**config.mk**
```make
export PLATFORM = sky130hd
export DESIGN_NAME = ahbl_decmux
export DESIGN_NICKNAME = d
export VERILOG_FILES = /design/src/rtl/ahbl_decmux.sv
export SDC_FILE = /design/constraint.sdc
export NUM_CORES = 1
export LEC_CHECK = 0
export BUFFER_PORTS_ARGS = -buffer_cell sky130_fd_sc_hd__clkbuf_2
export CAP_MARGIN = 20
export CORE_AREA = 8 8 209 211
export CTS_CLUSTER_DIAMETER = 120
export CTS_CLUSTER_SIZE = 24
export DETAILED_ROUTE_END_ITERATION = 8
export DIE_AREA = 0 0 217 219
export SETUP_SLACK_MARGIN = 0.15
export SLEW_MARGIN = 15
export SYNTH_ARGS = -nofsm -noshare
export SYNTH_HDL_FRONTEND = slang
export SYNTH_SLANG_ARGS = --single-unit
```
**constraint.sdc**
```tcl
create_clock -name clk -period 1.8 [get_ports clk]
set_input_delay 0.09 -clock clk [delete_from_list [all_inputs] [get_ports clk]]
set_output_delay 0.09 -clock clk [all_outputs]
set_load 0.01 [all_outputs]
```
**src/rtl/ahbl_decmux.sv**
```systemverilog
`default_nettype none
// ============================================================================
// Module   : ahbl_decmux
// Purpose  : AHB-Lite 1-to-N slave interconnect. Decodes the top four address
//            bits into a one-hot slave select. Tracks the owner of the data
//            phase in a registered select. Muxes read data and responses from
//            that owner back to the master. A built-in default slave answers
//            unmapped NONSEQ/SEQ transfers with the two-cycle ERROR response.
// Ports    : clk, rst            - clock, synchronous active-high reset
//            ahbl_*  (master)    - address/control/wdata in; hrdata/hready/hresp out
//            s_hsel, s_h*        - per-slave select plus broadcast address/control/wdata
//            s_hreadyin          - copy of ahbl_hready for every slave
//            s_hrdata/hready/hresp - per-slave data-phase returns
// Revision : 1.0 - initial release
// ============================================================================
module ahbl_decmux #(
  parameter int ADDR_WIDTH = 32,
  parameter int DATA_WIDTH = 32,
  parameter int NUM_SLAVES = 4
) (
  input  logic                               clk,
  input  logic                               rst,
  input  logic [ADDR_WIDTH-1:0]              ahbl_haddr,
  input  logic [2:0]                         ahbl_hburst,
  input  logic                               ahbl_hmastlock,
  input  logic [3:0]                         ahbl_hprot,
  input  logic [2:0]                         ahbl_hsize,
  input  logic [1:0]                         ahbl_htrans,
  input  logic [DATA_WIDTH-1:0]              ahbl_hwdata,
  input  logic                               ahbl_hwrite,
  output logic [DATA_WIDTH-1:0]              ahbl_hrdata,
  output logic                               ahbl_hready,
  output logic                               ahbl_hresp,
  output logic [NUM_SLAVES-1:0]              s_hsel,
  output logic [NUM_SLAVES*(ADDR_WIDTH-4)-1:0] s_haddr,
  output logic [NUM_SLAVES*3-1:0]            s_hburst,
  output logic [NUM_SLAVES-1:0]              s_hmastlock,
  output logic [NUM_SLAVES*4-1:0]            s_hprot,
  output logic [NUM_SLAVES*3-1:0]            s_hsize,
  output logic [NUM_SLAVES*2-1:0]            s_htrans,
  output logic [NUM_SLAVES*DATA_WIDTH-1:0]   s_hwdata,
  output logic [NUM_SLAVES-1:0]              s_hwrite,
  output logic [NUM_SLAVES-1:0]              s_hreadyin,
  input  logic [NUM_SLAVES*DATA_WIDTH-1:0]   s_hrdata,
  input  logic [NUM_SLAVES-1:0]              s_hready,
  input  logic [NUM_SLAVES-1:0]              s_hresp
);

  localparam int         SLV_AW  = ADDR_WIDTH - 4;
  localparam logic [4:0] NS_LIM  = 5'(NUM_SLAVES);

  localparam logic [1:0] DS_IDLE = 2'd0;
  localparam logic [1:0] DS_ERR1 = 2'd1;
  localparam logic [1:0] DS_ERR2 = 2'd2;

  logic [3:0] region;
  logic       mapped;
  logic       dflt_capture;

  logic [3:0] dsel;
  logic       dact;
  logic [1:0] ds_state;
  logic [1:0] ds_next;
  logic       ds_hready;
  logic       ds_hresp;

  logic [DATA_WIDTH-1:0] sl_rdata;
  logic                  sl_ready;
  logic                  sl_resp;

  assign region = ahbl_haddr[ADDR_WIDTH-1 -: 4];
  // Widen by one bit so NUM_SLAVES = 16 compares correctly.
  assign mapped = ({1'b0, region} < NS_LIM);
  // An unmapped active transfer is accepted by the default slave on this edge.
  assign dflt_capture = ahbl_hready & ~mapped & ahbl_htrans[1];

  // Per-slave select and broadcast of the address-phase signals.
  for (genvar i = 0; i < NUM_SLAVES; i++) begin : g_slv
    assign s_hsel[i]                        = ~rst & (region == 4'(i));
    assign s_haddr[i*SLV_AW +: SLV_AW]      = ahbl_haddr[SLV_AW-1:0];
    assign s_hburst[i*3 +: 3]               = ahbl_hburst;
    assign s_hmastlock[i]                   = ahbl_hmastlock;
    assign s_hprot[i*4 +: 4]                = ahbl_hprot;
    assign s_hsize[i*3 +: 3]                = ahbl_hsize;
    assign s_htrans[i*2 +: 2]               = ahbl_htrans;
    assign s_hwdata[i*DATA_WIDTH +: DATA_WIDTH] = ahbl_hwdata;
    assign s_hwrite[i]                      = ahbl_hwrite;
    assign s_hreadyin[i]                    = ahbl_hready;
  end

  // Data-phase owner, captured only when the current transfer completes.
  always_ff @(posedge clk) begin
    if (rst) begin
      dsel <= 4'd0;
      dact <= 1'b0;
    end else if (ahbl_hready) begin
      dsel <= region;
      dact <= mapped;
    end
  end

  // Default-slave FSM: state register.
  always_ff @(posedge clk) begin
    if (rst) begin
      ds_state <= DS_IDLE;
    end else begin
      ds_state <= ds_next;
    end
  end

  // Default-slave FSM: next state.
  always_comb begin
    ds_next = DS_IDLE;
    case (ds_state)
      DS_IDLE: ds_next = dflt_capture ? DS_ERR1 : DS_IDLE;
      DS_ERR1: ds_next = DS_ERR2;
      DS_ERR2: ds_next = dflt_capture ? DS_ERR1 : DS_IDLE;
      default: ds_next = DS_IDLE;
    endcase
  end

  // Default-slave FSM: outputs (two-cycle ERROR response).
  always_comb begin
    ds_hready = 1'b1;
    ds_hresp  = 1'b0;
    case (ds_state)
      DS_ERR1: begin
        ds_hready = 1'b0;
        ds_hresp  = 1'b1;
      end
      DS_ERR2: begin
        ds_hready = 1'b1;
        ds_hresp  = 1'b1;
      end
      default: begin
        ds_hready = 1'b1;
        ds_hresp  = 1'b0;
      end
    endcase
  end

  // Return-path mux, written as a loop so an out-of-range dsel selects nothing.
  always_comb begin
    sl_rdata = '0;
    sl_ready = 1'b1;
    sl_resp  = 1'b0;
    for (int i = 0; i < NUM_SLAVES; i++) begin
      if (dsel == 4'(i)) begin
        sl_rdata = s_hrdata[i*DATA_WIDTH +: DATA_WIDTH];
        sl_ready = s_hready[i];
        sl_resp  = s_hresp[i];
      end
    end
  end

  assign ahbl_hrdata = dact ? sl_rdata : '0;
  assign ahbl_hready = dact ? sl_ready : ds_hready;
  assign ahbl_hresp  = dact ? sl_resp  : ds_hresp;

endmodule
`default_nettype wire

```
==> Yosys cells after proc, flatten, opt, wreduce, memory -nomap -nowiden <==
Cells that the tools add are included.
{ "totals": {"regBits": 7, "in_bits": 216, "out_inout_bits": 338, "elab_cells": 44} }
{ "op_classes": {"order_cmp": 1, "n_eq_ne": 8, "n_mux": 19, "n_bitwise": 8, "n_reduce_logical": 5} }
{ "ops": {"columns": ["op", "count"], "rows": [
  ["$mux 32", 5],
  ["$eq 4x2->1 const B", 4],
  ["$mux 1", 13],
  ["$eq 4x1->1 const B", 2],
  ["$logic_not 4->1", 2],
  ["$and 1x1->1", 6],
  ["$lt 4x3->1 const B", 1],
  ["$pmux 2 s2", 1],
  ["$reduce_or 2->1", 2],
  ["$eq 2x1->1 const B", 1],
  ["$eq 2x2->1 const B", 1],
  ["$logic_not 2->1", 1],
  ["$not 1->1", 2]
]} }

==> Longest topological paths before layout <==
Gate-level depths: netlist (run 1).
{ "logic_depth": {"depth_word": 10, "ltp_mapped": 6, "mapped_depth_nobuf": 5} }

==> Worst setup path before layout (run 1) <==
No wires, ideal clock.
{ "synth_timing": {"path_type": "register to output", "startpoint": "register dsel[1]", "endpoint": "output port s_hreadyin[0]", "t_arrival_ns": 1.473, "t_required_ns": 1.710, "setup_slack_ns": 0.237, "path_stages_with_launch": 7, "n_path_buf": 2, "cell_sequence": "dfxtp_1 -> nand4bb_1 -> clkbuf_1 -> or2_1 -> a31oi_4 -> inv_1 -> buf_4"} }
{ "synth_via": {"elab_chain_cells": 6, "word_cells_on_any_way": 9, "cone_classes": "3 x eq/ne; 5 x mux; 1 x reduce/logical"} }
{ "synth_rtl": {"columns": ["item", "line_no", "text"], "rows": [
  ["start: declaration", "60", "logic [3:0] dsel;"],
  ["start signal: assignment", "97", "dsel <= region;"],
  ["$logic_not 4->1", "148", "if (dsel == 4'(i)) begin"],
  ["$mux 1 (3 in a row)", "148", null],
  ["$mux 1 *", "148", null],
  ["$mux 1 *", "157", "assign ahbl_hready = dact ? sl_ready : ds_hready;"],
  ["end: declaration", "43", "output logic [NUM_SLAVES-1:0] s_hreadyin,"]
]} }
Mark *: on every way between the ends. The rest lies on a longest branch, timed or not.

==> Final worst setup path (run 1) <==
{ "layout_timing": {"startpoint": "register dsel[2]", "endpoint": "output port ahbl_hrdata[14]"} }
{ "layout_via": {"elab_chain_cells": 6, "word_cells_on_any_way": 9, "cone_classes": "3 x eq/ne; 5 x mux; 1 x reduce/logical"} }
{ "layout_rtl": {"columns": ["item", "line_no", "text"], "rows": [
  ["$logic_not 4->1", "148", null],
  ["$mux 32 (3 in a row)", "148", null],
  ["$mux 32 *", "148", null],
  ["$mux 32 *", "156", "assign ahbl_hrdata = dact ? sl_rdata : '0;"],
  ["end: declaration", "31", "output logic [DATA_WIDTH-1:0] ahbl_hrdata,"]
]} }
Marked as above.

==> results of run 1 <==
==> power groups by stage <==
stage          Sequential (W)  Clock (W)  Combinational [W]
6_report             0.000190   0.000374           0.000855
3_3_place_gp         0.000188          0           0.000691
2_1_floorplan        0.000182          0            0.00101
3_5_place_dp         0.000190          0           0.000708
5_1_grt              0.000193   0.000389           0.000943
4_1_cts              0.000189   0.000382           0.000828
==> cell families after synthesis <==
logic type | Yosys count | share of synthesized area [%]
adders and majority gates | 4 | 1.37
AOI/OAI and AO/OA | 72 | 13.9
and+or+nand+nor | 94 | 14.6
muxes | 5 | 1.72
DFF | 7 | 3.84
buffers and inverters | 326 | 64.6
==> worst max-delay path: stages, from the launching register on <==
cell,delay (ns)
dfxtp_2,0.33
nor2_2,0.12
nand3b_1,0.10
buf_6,0.17
buf_16,0.17
o22ai_2,0.24
nor3_2,0.06
buf_2,0.15
==> cell type report <==
type / instances / area share [%]
tap: 532 / 18.6
clock buffer: 4 / 2.21
sequential: 7 / 4.17
antenna: 1 / 0.0700
timing repair buffer: 211 / 34.7
multi-input combinational: 175 / 39.7
inverter: 4 / 0.490
==> placed cells by master, fill, tap and decap left out, types with 2 or more instances in the layout <==
cell       count
buf_6          5
dfxtp_1        2
o22ai_1       16
nor3_1        17
dfxtp_2        4
nand2_1        3
ha_1           4
nor3_2        15
inv_1          3
o21ai_0        4
clkbuf_16      4
o22ai_2        7
nor2_1         6
o22ai_4        7
buf_16         2
buf_2         20
a211oi_2       6
nand2b_1       8
nor2b_1       33
clkbuf_2     166
mux2i_1        4
buf_12         3
a211oi_1      28
buf_4         13
==> cell usage after synthesis, drive strengths merged, types with 2 or more instances <==
master,n,area [sq um]
buf,305,2280
a211oi,34,255
nor2b,33,206
nor3,32,160
o22ai,30,188
clkbuf,17,63.8
nand2b,8,50.1
dfxtp,7,140
nor2,7,26.3
ha,4,50.1
inv,4,15.0
mux2i,4,40.0
nand2,4,15.0
o21ai,4,20.0
or2,2,12.5
==> worst max-delay path by stage <==
stage	slack, ns	cells past startpoint	endpoint	start
finish	0.12	7	ahbl_hrdata[14]	dsel[2]$_SDFFE_PP0N_
detailed placement	0.15	6	ahbl_hrdata[31]	dsel[3]$_SDFFE_PP0N_
global route	0.04	6	ahbl_hrdata[26]	dsel[0]$_SDFFE_PP0N_
CTS	0.10	6	ahbl_hrdata[8]	dsel[0]$_SDFFE_PP0N_
floorplan	0.24	6	s_hreadyin[0]	dsel[1]$_SDFFE_PP0N_
global placement	0.18	5	ahbl_hrdata[1]	dsel[0]$_SDFFE_PP0N_
==> flip-flops by register name (all words and copies together) (netlist names) <==
signal / flops
dact: 1
ds_state: 2
dsel: 4
==> stage by stage <==
stage	instance area [sq um]	util, %	std cells	hold WS (ns)
after floorplan	3650	-	508	0.214
after global placement	3050	7.56	920	0.180
after detailed placement	3050	7.56	920	0.180
after CTS	3410	8.45	930	0.128
after global routing	3570	8.85	934	0.139
final	3570	8.85	934	0.126
==> timing repair <==
action,CTS,global route
buffers inserted,4,2
resized for setup,41,45
pin swaps,10,10
endpoints found under the setup margin,37,40
cloned,2,1
hold buffers,0,0
==> per-layer routing <==
layer / vias up / share of wire [%]
met5: - / 0.053
met2: 302 / 47
li1: 1185 / -
met1: 1135 / 35
met4: 2 / 6.0
met3: 102 / 12
==> out/results.tsv, run 1 <==
stage	metric	value	unit
synthesis	synth unique cells	31	
worst_setup_path	R2R setup slack	0.21	ns
place	PortBufs	188	
die	Die ar.	47500	sq um
grt	vias in the first global route	3054	
grt	total track usage	6.57	%
detailed_routing	vias per cell	2.92	
clock_network	CTS tree	yes	
sta	# setup viols final	0	
grt	largest net degree at the start of global routing	38	
run	Max Cap Violations	0	
layout	Fillers	4740	
grt	initial antenna violation count	2	
sta	fmax	0.594	GHz
worst_setup_path	Worst Setup Start Kind	flip-flop	
worst_setup_path	RR Startpoint	dsel[0]$_SDFFE_PP0N_	
power	Pwr Density	397	nW/um^2
detailed_routing	first drt pass iteration count	4	
grt	GRT met2 Usage	11.5	%
power	clock share of power	26.3	%
place	Setup WS pre-CTS	0.150	ns
detailed_routing	WL per Instance	18.3	microns
clock_network	Max H-tree Level	1	
detailed_routing	via count	2726	
layout	Layout area overhead	-1.99	%
power	Comb pwr share	60.3	%
detailed_routing	DRT iter0 DRCs	100	
grt	Congestion Overflow GR	0	
worst_hold_path	Hold Path Depth	3	
power	overall power	0.00142	W
clock_network	worst skew pair latency	0.23	ns
power	sequential power share	13.4	%
worst_setup_path	Data arrival, critical path	1.59	ns
worst_hold_path	min-delay src	ahbl_haddr[30]	
worst_setup_path	R2R Path End	dsel[1]$_SDFFE_PP0N_	
synthesis	sequential fraction of the synthesis area	3.84	%
status	run status	finished, final reports clean	
synthesis	Synth Register Bits	7	
detailed_routing	drt total wl	17100	microns
power	Net Switching	0.000545	W
layout	nets	622	
synthesis	ys async rst share	0	%
synthesis	syn_nets	728	
power	P_int	0.000874	W
worst_setup_path	crit end category	primary output	
synthesis	number of synthesized flops with an enable pin	0	
die	Die Y	219	microns
grt	met3 Use GR	2.93	%
grt	Most Crowded Layer GR	met2	
synthesis	number of synthesis warnings	0	
die	Initial Utilization	9.03	%
grt	met1 global-route usage	6.35	%
worst_setup_path	Critical Path Fanout Max	7	
sta	setup_tns	0	ns
die	Core Rows	74	
layout	sequential cell area	149	sq um
sta	Tcrit/Tclk final	93.5	%
clock_network	CTS buffer count	3	
sta	Layout Skew	0.000696	ns
sta	Slew Limit Fails	0	
worst_setup_path	Worst EP required	1.71	ns
die	Die X	217	microns
sta	Final WS setup	0.117	ns
sta	min cycle time layout	1.68	ns
power	sw frac	38.4	%
synthesis	Syn Std Cell Area	3650	sq um
detailed_routing	DRC viols	0	
detailed_routing	post-route ant nets	0	
sta	Final Hold Vio Count	0	
worst_setup_path	Worst R2R Path Depth	6	
die	I/O pin count	554	
sta	Slew headroom	77.3	%
layout	ratio of cells with drive above 1 in the final layout	65.8	%
place	dpl hpwl	14200	microns
layout	area of the multi-input gates	1420	sq um
clock_network	Reg clk slew, reported paths	0.03	ns
power	P_leak	1.43	nW
worst_hold_path	type of the worst min-delay path	in -> reg	
worst_hold_path	hold worst-path end	dsel[2]$_SDFFE_PP0N_	
worst_setup_path	WS Path Type	reg -> out	
sta	RSZ-0062 raised after global routing	true	
clock_network	root buffer cell	clkbuf_16	
clock_network	Max clock buf depth	2	
power	Worst VDD drop	224	uV
synthesis	syn_area_per_cell	7.18	sq um
place	RD Place Congestion	0.745	
die	Core ar.	40400	sq um
clock_network	Sink Count	7	
grt	first-pass GRT wire length	22300	microns
synthesis	Synth Instances	508	
sta	worst slew pin tran	0.338	ns
synthesis	Main synth FF type	dfxtp_1	
(Power assumes the default switching activity.)
==> run 2: changes to the inputs <==
--- a/config.mk
+++ b/config.mk
@@ -7,11 +7,14 @@
 export LEC_CHECK = 0
 export BUFFER_PORTS_ARGS = -buffer_cell sky130_fd_sc_hd__clkbuf_2
 export CAP_MARGIN = 20
-export CORE_AREA = 8 8 209 211
+export CELL_PAD_IN_SITES_DETAIL_PLACEMENT = 0
+export CELL_PAD_IN_SITES_GLOBAL_PLACEMENT = 1
+export CORE_AREA = 8 8 206 208
 export CTS_CLUSTER_DIAMETER = 120
 export CTS_CLUSTER_SIZE = 24
 export DETAILED_ROUTE_END_ITERATION = 8
-export DIE_AREA = 0 0 217 219
+export DIE_AREA = 0 0 214 216
+export PLACE_DENSITY_LB_ADDON = 0.1
 export SETUP_SLACK_MARGIN = 0.15
 export SLEW_MARGIN = 15
 export SYNTH_ARGS = -nofsm -noshare
==> out/results.tsv, run 2 (synthesis results as in run 1) <==
stage	metric	value	unit
status	run status	finished, final reports clean	
die	Core ar.	39200	sq um
clock_network	CTS tree	yes	
worst_setup_path	WS Path Type	reg -> out	
layout	ratio of cells with drive above 1 in the final layout	64.5	%
place	Placed Instances	914	
sta	fmax	0.600	GHz
die	Core Rows	73	
place	RD Place Congestion	0.677	
power	Net Switching	0.000578	W
detailed_routing	drt total wl	17200	microns
clock_network	Max H-tree Level	1	
power	sw frac	37.8	%
layout	Final Util	9.57	%
detailed_routing	via count	2723	
detailed_routing	post-route ant nets	0	
layout	commonest non-fill, non-tap cells in the layout	173 x clkbuf_2, 33 x nor2b_1, 26 x a211oi_1	
clock_network	CTS buffer count	3	
clock_network	Max clock buf depth	2	
layout	biggest regs	dsel: 4 flops, ds_state: 2 flops, dact: 1 flops	
power	sequential power share	12.6	%
worst_setup_path	crit-path max cell delay	0.38	ns
power	Comb pwr share	62.7	%
grt	largest net degree at the start of global routing	23	
sta	Tcrit/Tclk final	92.5	%
layout	commonest non-fill, non-tap cell in the layout	clkbuf_2	
sta	Slew Limit Fails	0	
sta	Slew headroom	78.5	%
clock_network	Sink Count	7	
sta	Layout Skew	0.00125	ns
grt	vias in the first global route	2819	
worst_setup_path	Worst EP required	1.71	ns
power	Pwr Density	409	nW/um^2
power	clock share of power	24.7	%
sta	RSZ-0062 raised after global routing	true	
layout	max reg flops	4	
worst_setup_path	Worst Setup Start Kind	flip-flop	
clock_network	cts hold-fix bufs	0	
grt	first-pass GRT wire length	21700	microns
detailed_routing	DRT iter0 DRCs	90	
layout	nets	632	
clock_network	root buffer cell	clkbuf_16	
power	P_int	0.000954	W
clock_network	worst skew pair latency	0.23	ns
worst_setup_path	crit end category	primary output	
sta	worst slew pin tran	0.323	ns
worst_hold_path	type of the worst min-delay path	in -> reg	
power	P_leak	1.53	nW
detailed_routing	vias per cell	2.91	
worst_setup_path	Critical Path Fanout Max	6	
die	Die ar.	46200	sq um
worst_setup_path	critical path's slowest cell	dfxtp_4	
detailed_routing	WL per Instance	18.4	microns
power	Worst VDD drop	296	uV
sta	Final Hold Vio Count	0	
sta	setup_tns	0	ns
sta	min cycle time layout	1.67	ns
die	Die Y	216	microns
die	I/O pin count	554	
layout	Post-Layout Cell Count	936	
grt	initial antenna violation count	0	
place	dpl hpwl	12800	microns
die	Initial Utilization	9.30	%
clock_network	Reg clk slew, reported paths	0.04	ns
die	Die X	214	microns
detailed_routing	DRC viols	0	
detailed_routing	first drt pass iteration count	4	
sta	# setup viols final	0	
layout	Layout area overhead	2.85	%
layout	number of inserted diodes	0	
worst_setup_path	Data arrival, critical path	1.58	ns
grt	Congestion Overflow GR	0	
worst_setup_path	CP cell instances	buf_4, nand4bb_4, or2_4, a31oi_4, inv_4, buf_6	
grt	total track usage	6.29	%
layout	Most flops, register	dsel	
run	Max Cap Violations	0	
place	PortBufs	188	
## run 2: cell types whose count changed in the layout (fill, tap and decap cells not counted), sizes merged
cell / change
bufbuf: +1
clkbuf: +11
buf: -2
diode: -1
## run 2: power groups by stage
stage	clock network (W)	logic, W	registers (W)
after global placement	0	0.000705	0.000191
final	0.000379	0.000960	0.000193
after floorplan	0	0.00101	0.000182
after CTS	0.000390	0.000809	0.000195
after detailed placement	0	0.000698	0.000191
after global routing	0.000412	0.00104	0.000196
## run 2: layout make-up
| class | count | area, sq um |
|---|---|---|
| Clock buffer | 4 | 78.8 |
| Timing Repair Buffer | 221 | 1460 |
| Multi-Input combinational cell | 175 | 1380 |
| Fill cell | 4596 | 35400 |
| Inverter | 4 | 17.5 |
| Tap cell | 525 | 657 |
| Sequential cell | 7 | 155 |
## run 2: critical path: cells and delay by family (launching register included)
family | cells | cell delay, ns
AO/OA/AOI/OAI | 1 | 0.22
buffers and inverters | 3 | 0.33
flip-flops | 1 | 0.38
AND/OR/NAND/NOR | 2 | 0.41
## run 2: repair_timing
item                                    CTS  global route
pin swaps                                 4             9
gates resized for setup                  25            64
buffers inserted                          5             4
gates cloned                              3             6
endpoints found under the setup margin   38            40
## run 2: worst paths after layout
kind,endpoint,startpoint,depth (start not counted),slack (ns)
max,s_hreadyin[3],dsel[0]$_SDFFE_PP0N_,6,0.13
min,ds_state[0]$_SDFF_PP0_,ahbl_htrans[1],3,0.15
max reg2reg,dsel[2]$_SDFFE_PP0N_,dsel[0]$_SDFFE_PP0N_,6,0.20
min reg2reg,dsel[2]$_SDFFE_PP0N_,dsel[2]$_SDFFE_PP0N_,2,0.53
## run 2: metal layers
| metal | GRT usage [%] | vias to the layer above | routed length (microns) |
|---|---|---|---|
| met1 | 7.11 | 1233 | 6980 |
| met2 | 10.6 | 218 | 8070 |
| met4 | 2.21 | 0 | 639 |
| met3 | 2.50 | 68 | 1500 |
| met5 | 0 | - | 0 |
| li1 | - | 1204 | - |
## run 2: stage by stage
step	total power [W]	area, sq um	hold slack (ns)	setup slack (ns)
floorplan	0.00119	3650	0.214	0.237
global route	0.00165	3750	0.161	0.0510
global placement	0.000896	3050	0.180	0.116
finish	0.00153	3750	0.152	0.134
CTS	0.00139	3340	0.152	0.105
detailed placement	0.000889	3050	0.180	0.105
==> run 3: changes to the inputs <==
--- a/config.mk
+++ b/config.mk
@@ -9,11 +9,11 @@
 export CAP_MARGIN = 20
 export CELL_PAD_IN_SITES_DETAIL_PLACEMENT = 0
 export CELL_PAD_IN_SITES_GLOBAL_PLACEMENT = 1
-export CORE_AREA = 8 8 206 208
+export CORE_AREA = 2 2 219 221
 export CTS_CLUSTER_DIAMETER = 120
 export CTS_CLUSTER_SIZE = 24
 export DETAILED_ROUTE_END_ITERATION = 8
-export DIE_AREA = 0 0 214 216
+export DIE_AREA = 0 0 221 223
 export PLACE_DENSITY_LB_ADDON = 0.1
 export SETUP_SLACK_MARGIN = 0.15
 export SLEW_MARGIN = 15
==> out/results.tsv, run 3 (synthesis results as in run 1) <==
stage	metric	value	unit
die	I/O pin count	554	
worst_setup_path	launch point of the worst path	dsel[3]$_SDFFE_PP0N_	
die	Initial Utilization	7.73	%
clock_network	cts hold-fix bufs	0	
worst_setup_path	Worst Setup Start Kind	flip-flop	
run	Max Cap Violations	0	
power	Pwr Density	391	nW/um^2
sta	worst slew pin tran	0.308	ns
place	dpl hpwl	10800	microns
grt	GRT met2 Usage	9.63	%
power	P_int	0.000943	W
sta	Layout Skew	0.00220	ns
power	overall power	0.00150	W
grt	largest net degree at the start of global routing	37	
grt	Congestion Overflow GR	0	
worst_setup_path	crit path to	ahbl_hrdata[10]	
clock_network	Max H-tree Level	1	
layout	area of the multi-input gates	1380	sq um
grt	met1 global-route usage	6.18	%
power	sw frac	37.0	%
power	Worst VDD drop	220	uV
worst_setup_path	Data arrival, critical path	1.68	ns
die	Die X	221	microns
worst_setup_path	crit end category	primary output	
layout	ratio of cells with drive above 1 in the final layout	66.0	%
detailed_routing	DRT iter0 DRCs	55	
layout	biggest regs	dsel: 4 flops, ds_state: 2 flops, dact: 1 flops	
status	run status	finished, final reports clean	
grt	Most Crowded Layer GR	met2	
sta	Slew headroom	79.3	%
clock_network	root buffer cell	clkbuf_16	
place	PortBufs	188	
sta	fmax	0.565	GHz
worst_setup_path	RR Startpoint	dsel[3]$_SDFFE_PP0N_	
grt	initial antenna violation count	0	
sta	min cycle time layout	1.77	ns
worst_setup_path	R2R setup slack	0.18	ns
sta	Tcrit/Tclk final	98.4	%
layout	commonest non-fill, non-tap cells in the layout	161 x clkbuf_2, 33 x nor2b_1, 30 x a211oi_1	
sta	Slew Limit Fails	0	
worst_setup_path	Critical Path Fanout Max	5	
layout	Most flops, register	dsel	
detailed_routing	drt total wl	14600	microns
layout	nets	636	
sta	Final Hold Vio Count	0	
detailed_routing	first drt pass iteration count	4	
clock_network	Reg clk slew, reported paths	0.04	ns
worst_hold_path	type of the worst min-delay path	in -> reg	
clock_network	Max clock buf depth	2	
place	RD Place Congestion	0.661	
clock_network	worst skew pair latency	0.23	ns
clock_network	CTS buffer count	3	
layout	Fillers	5562	
layout	number of inserted diodes	0	
detailed_routing	WL per Instance	14.2	microns
clock_network	Sink Count	7	
clock_network	CTS tree	yes	
power	P_leak	1.55	nW
detailed_routing	DRC viols	0	
grt	total track usage	5.37	%
sta	setup_tns	0	ns
power	Comb pwr share	61.9	%
layout	sequential cell area	155	sq um
sta	RSZ-0062 raised after global routing	true	
sta	# setup viols final	0	
detailed_routing	post-route ant nets	0	
worst_setup_path	Worst R2R Path Depth	7	
detailed_routing	via count	2634	
worst_setup_path	Worst EP required	1.71	ns
layout	commonest non-fill, non-tap cell in the layout	clkbuf_2	
layout	Layout area overhead	4.94	%
detailed_routing	vias per cell	2.56	
grt	met3 Use GR	1.63	%
layout	max reg flops	4	
die	Die Y	223	microns
die	Core Rows	80	
die	Core ar.	47100	sq um
worst_setup_path	R2R Path End	dsel[0]$_SDFFE_PP0N_	
die	Die ar.	49300	sq um
power	clock share of power	25.7	%
worst_hold_path	Hold Path Depth	3	
grt	vias in the first global route	2710	
power	Net Switching	0.000554	W
worst_setup_path	WS Path Type	reg -> out	
power	sequential power share	12.4	%
grt	first-pass GRT wire length	19600	microns
==> run 3: cell count changes in the layout (fill, tap and decap cells not counted), moves of 3 or more <==
cell	previous run	this run
a211oi_1	26	30
buf_2	10	26
buf_4	13	21
buf_6	10	5
clkbuf_16	8	5
clkbuf_2	173	161
nor3_1	24	29
nor3_2	8	3
o22ai_1	18	6
o22ai_2	8	22
==> run 3: worst max-delay path: stages (launching register included) <==
cell and delay, ns:
dfxtp_4 0.35, nor2_4 0.15, buf_6 0.13, nand3b_1 0.10, buf_6 0.18, clkbuf_16 0.17, o22ai_2 0.15, nor3_2 0.06
clkbuf_2 0.14
==> run 3: layout make-up <==
type,instances,share of cell area [%]
timing repair buffer,225,37.4
multi-input combinational,175,35.9
tap,615,20.1
inverter,4,0.392
sequential,7,4.05
clock buffer,4,2.06
==> run 3: how the worst min path moves through the flow <==
stage,startpoint,end,slack [ns]
4_1_cts,ahbl_haddr[30],dsel[2]$_SDFFE_PP0N_,0.16
3_3_place_gp,ahbl_haddr[24],s_haddr[80],0.18
3_5_place_dp,ahbl_haddr[24],s_haddr[80],0.18
6_report,ahbl_haddr[31],dsel[3]$_SDFFE_PP0N_,0.15
2_1_floorplan,ahbl_htrans[1],ds_state[0]$_SDFF_PP0_,0.21
5_1_grt,ahbl_hwdata[9],s_hwdata[105],0.18
==> run 3: stage by stage <==
stage	setup WS [ns]	area [sq um]	hold slack, ns	util (%)	cells
floorplan	0.237	3650	0.214	-	508
global placement	0.0600	3200	0.180	6.79	1007
detailed placement	0.0948	3200	0.180	6.79	1007
CTS	0.0119	3570	0.158	7.57	1022
global route	-0.0391	3830	0.180	8.12	1030
finish	0.0294	3830	0.154	8.12	1030
==> run 3: what timing repair did <==
action | 4_1_cts | 5_1_grt
resized for setup | 33 | 54
pin swaps | 4 | 5
buffers inserted | 8 | 6
cloned | 3 | 2
endpoints found under the setup margin | 38 | 43
==> run 3: power by group through the flow <==
| stage | sequential [W] | clock, W | combinational [W] |
|---|---|---|---|
| after floorplan | 0.000182 | 0 | 0.00101 |
| after global placement | 0.000189 | 0 | 0.000738 |
| after detailed placement | 0.000190 | 0 | 0.000732 |
| after CTS | 0.000190 | 0.000391 | 0.000874 |
| after global routing | 0.000189 | 0.000401 | 0.00102 |
| final | 0.000186 | 0.000384 | 0.000927 |
==> run 3: layer usage <==
layer	wire length [microns]	vias to the layer above
met2	7500	188
met5	0	-
met1	5780	1191
li1	-	1219
met4	248	0
met3	1080	36
